===== src/rtl/result_reader.sv =====
// Drains a path result (length word + node IDs) from the core's output memory
// as a valid/ready beat stream. Define RESULT_READER_HDR_EN to emit the length word as a header beat.
module result_reader #(
  parameter int unsigned ADDR_W = 14,
  parameter int unsigned DATA_W = 16
) (
  input  logic              clock,
  input  logic              reset,
  input  logic              finish,
  input  logic              n_exist,
  input  logic [DATA_W-1:0] final_output,
  output logic [ADDR_W-1:0] output_address,
  output logic [DATA_W-1:0] out_data,
  output logic              out_valid,
  input  logic              out_ready,
  output logic              out_last,
  output logic              done,
  output logic [ADDR_W-1:0] beat_count
);

  typedef enum logic [1:0] {
    IDLE,
    LEN,
    STREAM,
    DONE
  } state_t;

  state_t            state_q, state_d;
  logic              finish_q;
  logic              arm_q, arm_d;
  logic [ADDR_W-1:0] addr_q, addr_d;
  logic [DATA_W-1:0] data_q, data_d;
  logic              valid_q, valid_d;
  logic [ADDR_W-1:0] rem_q, rem_d;
  logic [ADDR_W-1:0] beat_q, beat_d;
  logic [ADDR_W-1:0] len_clamped;
  logic              start;
  logic              transfer;

  // A finish level still high when reset releases must fall before it can start a drain.
  assign start    = finish & ~finish_q & arm_q;
  assign transfer = valid_q & out_ready;

  always_comb begin
    len_clamped = final_output[ADDR_W-1:0];
    if ((final_output >> ADDR_W) != '0) len_clamped = '1;
  end

  always_comb begin
    state_d = state_q;
    arm_d   = arm_q | ~finish;
    addr_d  = addr_q;
    data_d  = data_q;
    valid_d = valid_q;
    rem_d   = rem_q;
    beat_d  = beat_q;
    unique case (state_q)
      IDLE: begin
        addr_d  = '0;
        valid_d = 1'b0;
        if (start) begin
          beat_d = '0;
          if (n_exist) begin
            state_d = STREAM;
            data_d  = '1;
            valid_d = 1'b1;
            rem_d   = '0;
          end else begin
            state_d = LEN;
          end
        end
      end
      LEN: begin
        rem_d   = len_clamped;
        addr_d  = ADDR_W'(1);
        state_d = STREAM;
`ifdef RESULT_READER_HDR_EN
        data_d  = final_output;
        valid_d = 1'b1;
`endif
      end
      STREAM: begin
        if (transfer) beat_d = beat_q + ADDR_W'(1);
        if (!valid_q || transfer) begin
          if (rem_q != '0) begin
            data_d  = final_output;
            valid_d = 1'b1;
            rem_d   = rem_q - ADDR_W'(1);
            // Saturate so a clamped length never wraps the read address.
            addr_d  = (addr_q == '1) ? addr_q : addr_q + ADDR_W'(1);
          end else begin
            valid_d = 1'b0;
            state_d = DONE;
          end
        end
      end
      DONE: begin
        valid_d = 1'b0;
        if (!finish) begin
          state_d = IDLE;
          addr_d  = '0;
        end
      end
      default: state_d = IDLE;
    endcase
  end

  always_ff @(posedge clock or negedge reset) begin
    if (!reset) begin
      state_q  <= IDLE;
      finish_q <= 1'b0;
      arm_q    <= 1'b0;
      addr_q   <= '0;
      data_q   <= '0;
      valid_q  <= 1'b0;
      rem_q    <= '0;
      beat_q   <= '0;
    end else begin
      state_q  <= state_d;
      finish_q <= finish;
      arm_q    <= arm_d;
      addr_q   <= addr_d;
      data_q   <= data_d;
      valid_q  <= valid_d;
      rem_q    <= rem_d;
      beat_q   <= beat_d;
    end
  end

  assign output_address = addr_q;
  assign out_data       = data_q;
  assign out_valid      = valid_q;
  assign out_last       = valid_q & (rem_q == '0) & (state_q == STREAM);
  assign done           = (state_q == DONE);
  assign beat_count     = beat_q;

endmodule


===== config.mk =====
export PLATFORM = sky130hd
export DESIGN_NAME = result_reader
export DESIGN_NICKNAME = d
export VERILOG_FILES = /design/src/rtl/result_reader.sv
export SDC_FILE = /design/constraint.sdc
export NUM_CORES = 1
export LEC_CHECK = 0
export BUFFER_PORTS_ARGS = -buffer_cell sky130_fd_sc_hd__buf_2
export CAP_MARGIN = 40
export CORE_MARGIN = 5
export CORE_UTILIZATION = 42
export DETAILED_ROUTE_END_ITERATION = 7
export PLACE_DENSITY = 0.62
export SLEW_MARGIN = 0
export SYNTH_ARGS = -nofsm -noshare
export SYNTH_HDL_FRONTEND = slang
export SYNTH_SLANG_ARGS = --single-unit

===== constraint.sdc =====
create_clock -name clock -period 3.86 [get_ports clock]
set_clock_uncertainty 0.2 [all_clocks]
set_input_delay 0.386 -clock clock [delete_from_list [all_inputs] [get_ports clock]]
set_output_delay 0.386 -clock clock [all_outputs]
set_load 0.02 [all_outputs]

==> qor.csv <==
stage,metric,value,unit
grt,layer with the highest usage,met2,
worst_hold_path,worst hold path class,primary input to flop,
pwr,Pleak,1.84,nW
cts,Clock Tree Root,clkbuf_8,
die,die width,103,um
synth,YS warnings,0,
grt,met1 global-route usage,24.3,%
setup_path,FF-to-FF path depth,7,
grt,Tot GR Track Use,18.2,%
route,1st-iter DRT viols,150,
run_status,status,"complete, no violations",
sta,Final Critical Period,2.93,ns
setup_path,Worst Path Arrival,2.95,ns
route,Post-DRT Antenna Nets,0,
pwr,final total power,3.05,mW
synth,post-synth top area share,43.5,%
sta,RSZ-0062 raised after global routing,false,
setup_path,CP max stage cell,or3b_2,
die,Initial Utilization,43.7,%
worst_hold_path,Hold Path End,out_data[0],
setup_path,Worst R2R Setup Slack,0.93,ns
sta,Final Hold Fails,0,
die,die span in y,103,um
setup_path,CP Data Required Time,3.88,ns
sta,Final Worst Setup Slack,0.933,ns
sta,max_slew headroom,45.8,%
sta,# setup viols final,0,
cts,clk sinks,63,
synth,"count leader, synth",dfrtp_1,
final_layout,non-filler cells in the finished layout,572,
setup_path,Worst R2R End,output_address[0],
sta,fmax,342,MHz
synth,synth top area cells,"dfrtp_1, o21ai_0, mux2_2",
die,# IOs,68,
final_layout,register area,1580,um^2
route,post-route DRC violation count,0,
cts,"CTS clk-pin slew, worst paths",0.07,ns
setup_path,WP buf/inv,2,
cts,TritonCTS clock tree,yes,
route,Routed WL,8.83,mm
placement,GPL Wtd Cong,0.869,
pwr,P per Cell Area,719,nW/um^2
final_layout,"Area growth, synth to finish",17.0,%
sta,Final Max Tran Viols,0,
setup_path,critical-path cell list,inv_1 -> ha_1 -> buf_4 -> or3b_2 -> nor4_4 -> a211o_2 -> mux2_2,
placement,Placed Cells,554,
die,Die Area,10600,um^2
final_layout,# diodes,0,
synth,Synth Cell Area,3630,um^2
setup_path,Critical Path Source Type,flop,
sta,sum of negative setup slack,0,ns
grt,GRT Residual Overflow,0,
grt,first-pass GRT wire length,15.2,mm
placement,Post-DP Area,4030,um^2
setup_path,CP max FO,25,
synth,Post-synth EDFFs,0,
setup_path,"CP delay by family, top",simple AND/OR/NAND/NOR gates,
synth,post-synth top area cell,dfrtp_1,
grt,pin count of the biggest net entering global routing,34,
synth,top_reg_cell synth,dfrtp_1,
route,WL/cell,15.4,um
final_layout,nets@finish,490,
pwr,maximum vdd ir drop,0.241,mV
grt,M2 GR Usage,29.7,%
worst_hold_path,Worst Hold Depth,3,
setup_path,reg-to-reg startpoint,state_q[0],
synth,Synth Instances,396,
final_layout,fill cell count,789,
setup_path,crit-path max cell delay,0.51,ns
die,standard-cell rows,33,
flow_run,Max Cap Viol,0,
cts,setup bufs post-CTS,0,
final_layout,post-route cell area,4240,um^2
synth,post-synthesis sequential area ratio,43.5,%
final_layout,area of the multi-input gates,1920,um^2
placement,post-DP HPWL,6.29,mm
cts,Max clock buf depth,2,
sta,Worst Tran Pin Value,0.812,ns
placement,Place WS,0.933,ns
synth,Syn Area/Cell,9.16,um^2
placement,port bufs,67,
cts,Num CTS Buffers,9,
cts,Worst-Skew Late Latency,0.35,ns
route,vias per cell,5.66,
synth,Syn Nets,424,
sta,period utilization,75.8,%
cts,number of H-tree levels,3,
grt,met3 Usage GRT,3.99,%
grt,initial antenna violation count,0,
die,core area,8300,um^2
synth,register bit total from synthesis,63,
setup_path,worst setup path category,flop to flop,
synth,Synth cell types,59,
worst_hold_path,hold path start,final_output[0],
synth,synth cell count leaders,"dfrtp_1, o21ai_0, nand2_1",
route,First-pass DRT Iterations,5,
setup_path,CP endpoint kind,flop,
grt,number of global-route vias before repair,3166,
synth,Synth async-reset ratio,100,%
route,Vias,3239,
final_layout,share of layout cells above drive strength 1,25.3,%
[repair_timing]
action                     4_1_cts  5_1_grt
resized for setup                0        0
hold endpoints to repair        31        0
setup endpoints to repair        0        0
hold buffers                     2        0
[routing by layer]
metal	wire length, um	vias up
met5	0	-
met4	70	0
met3	345	6
met2	4420	70
met1	4000	1579
li1	-	1584
[layout make-up]
type | instances | area share, %
multi-input cells | 306 | 45.3
clock buffers | 12 | 3.42
inverters | 8 | 0.708
clock inverters | 4 | 1.06
well taps | 105 | 3.10
repair buffers | 74 | 9.26
flip-flops and latches | 63 | 37.1
[layout by cell type, fill, tap and decap left out, types with 7 or more instances in the layout]
cell type	instances
a21oi_1	10
a22o_1	7
a31oi_1	7
buf_2	67
clkbuf_8	10
dfrtp_1	63
ha_1	7
inv_1	7
mux2_2	17
mux2i_1	7
nand2_1	44
nand2b_1	21
nand3_1	12
nor2_1	26
nor3_1	10
o21ai_0	62
[registers in the layout (all words and copies together), names as in the netlist]
register,flops
out_data,16
beat_count,14
output_address,14
rem_q,14
state_q,2
arm_q,1
finish_q,1
out_valid,1
[cells by family after synthesis]
family	synth area share (%)
and+or+nand+nor	22.7
AOI/OAI and AO/OA	20.7
DFF	43.5
buffers and inverters	3.49
muxes	7.21
adders and majority gates	2.42
[stage by stage]
stage / hold slack, ns / utilization [%]
detailed placement: 0.256 / 48.6
CTS: 0.155 / 51.1
global route: 0.165 / 51.1
finish: 0.162 / 51.1
floorplan: -0.110 / -
global placement: 0.250 / 48.6
[power breakdown]
group	internal (mW)	switching [mW]
Sequential	0.822	0.140
Combinational	0.555	0.967
Clock	0.313	0.254
[worst max-delay path by stage]
| stage | from | to | slack (ns) | cells after the start |
|---|---|---|---|---|
| 4_1_cts | state_q[0] | output_address[0] | 0.90 | 7 |
| 3_3_place_gp | state_q[0] | output_address[0] | 1.00 | 7 |
| 3_5_place_dp | state_q[0] | output_address[0] | 0.93 | 7 |
| 2_1_floorplan | state_q[0] | out_last | 1.63 | 6 |
| 6_report | state_q[0] | output_address[0] | 0.93 | 7 |
| 5_1_grt | state_q[0] | output_address[0] | 0.73 | 7 |
[worst min-delay path: stages]
cell and delay (ns):
buf_2 0.08, nand2b_1 0.08, mux2_2 0.13
No activity file was read; power rests on OpenSTA's default activity.
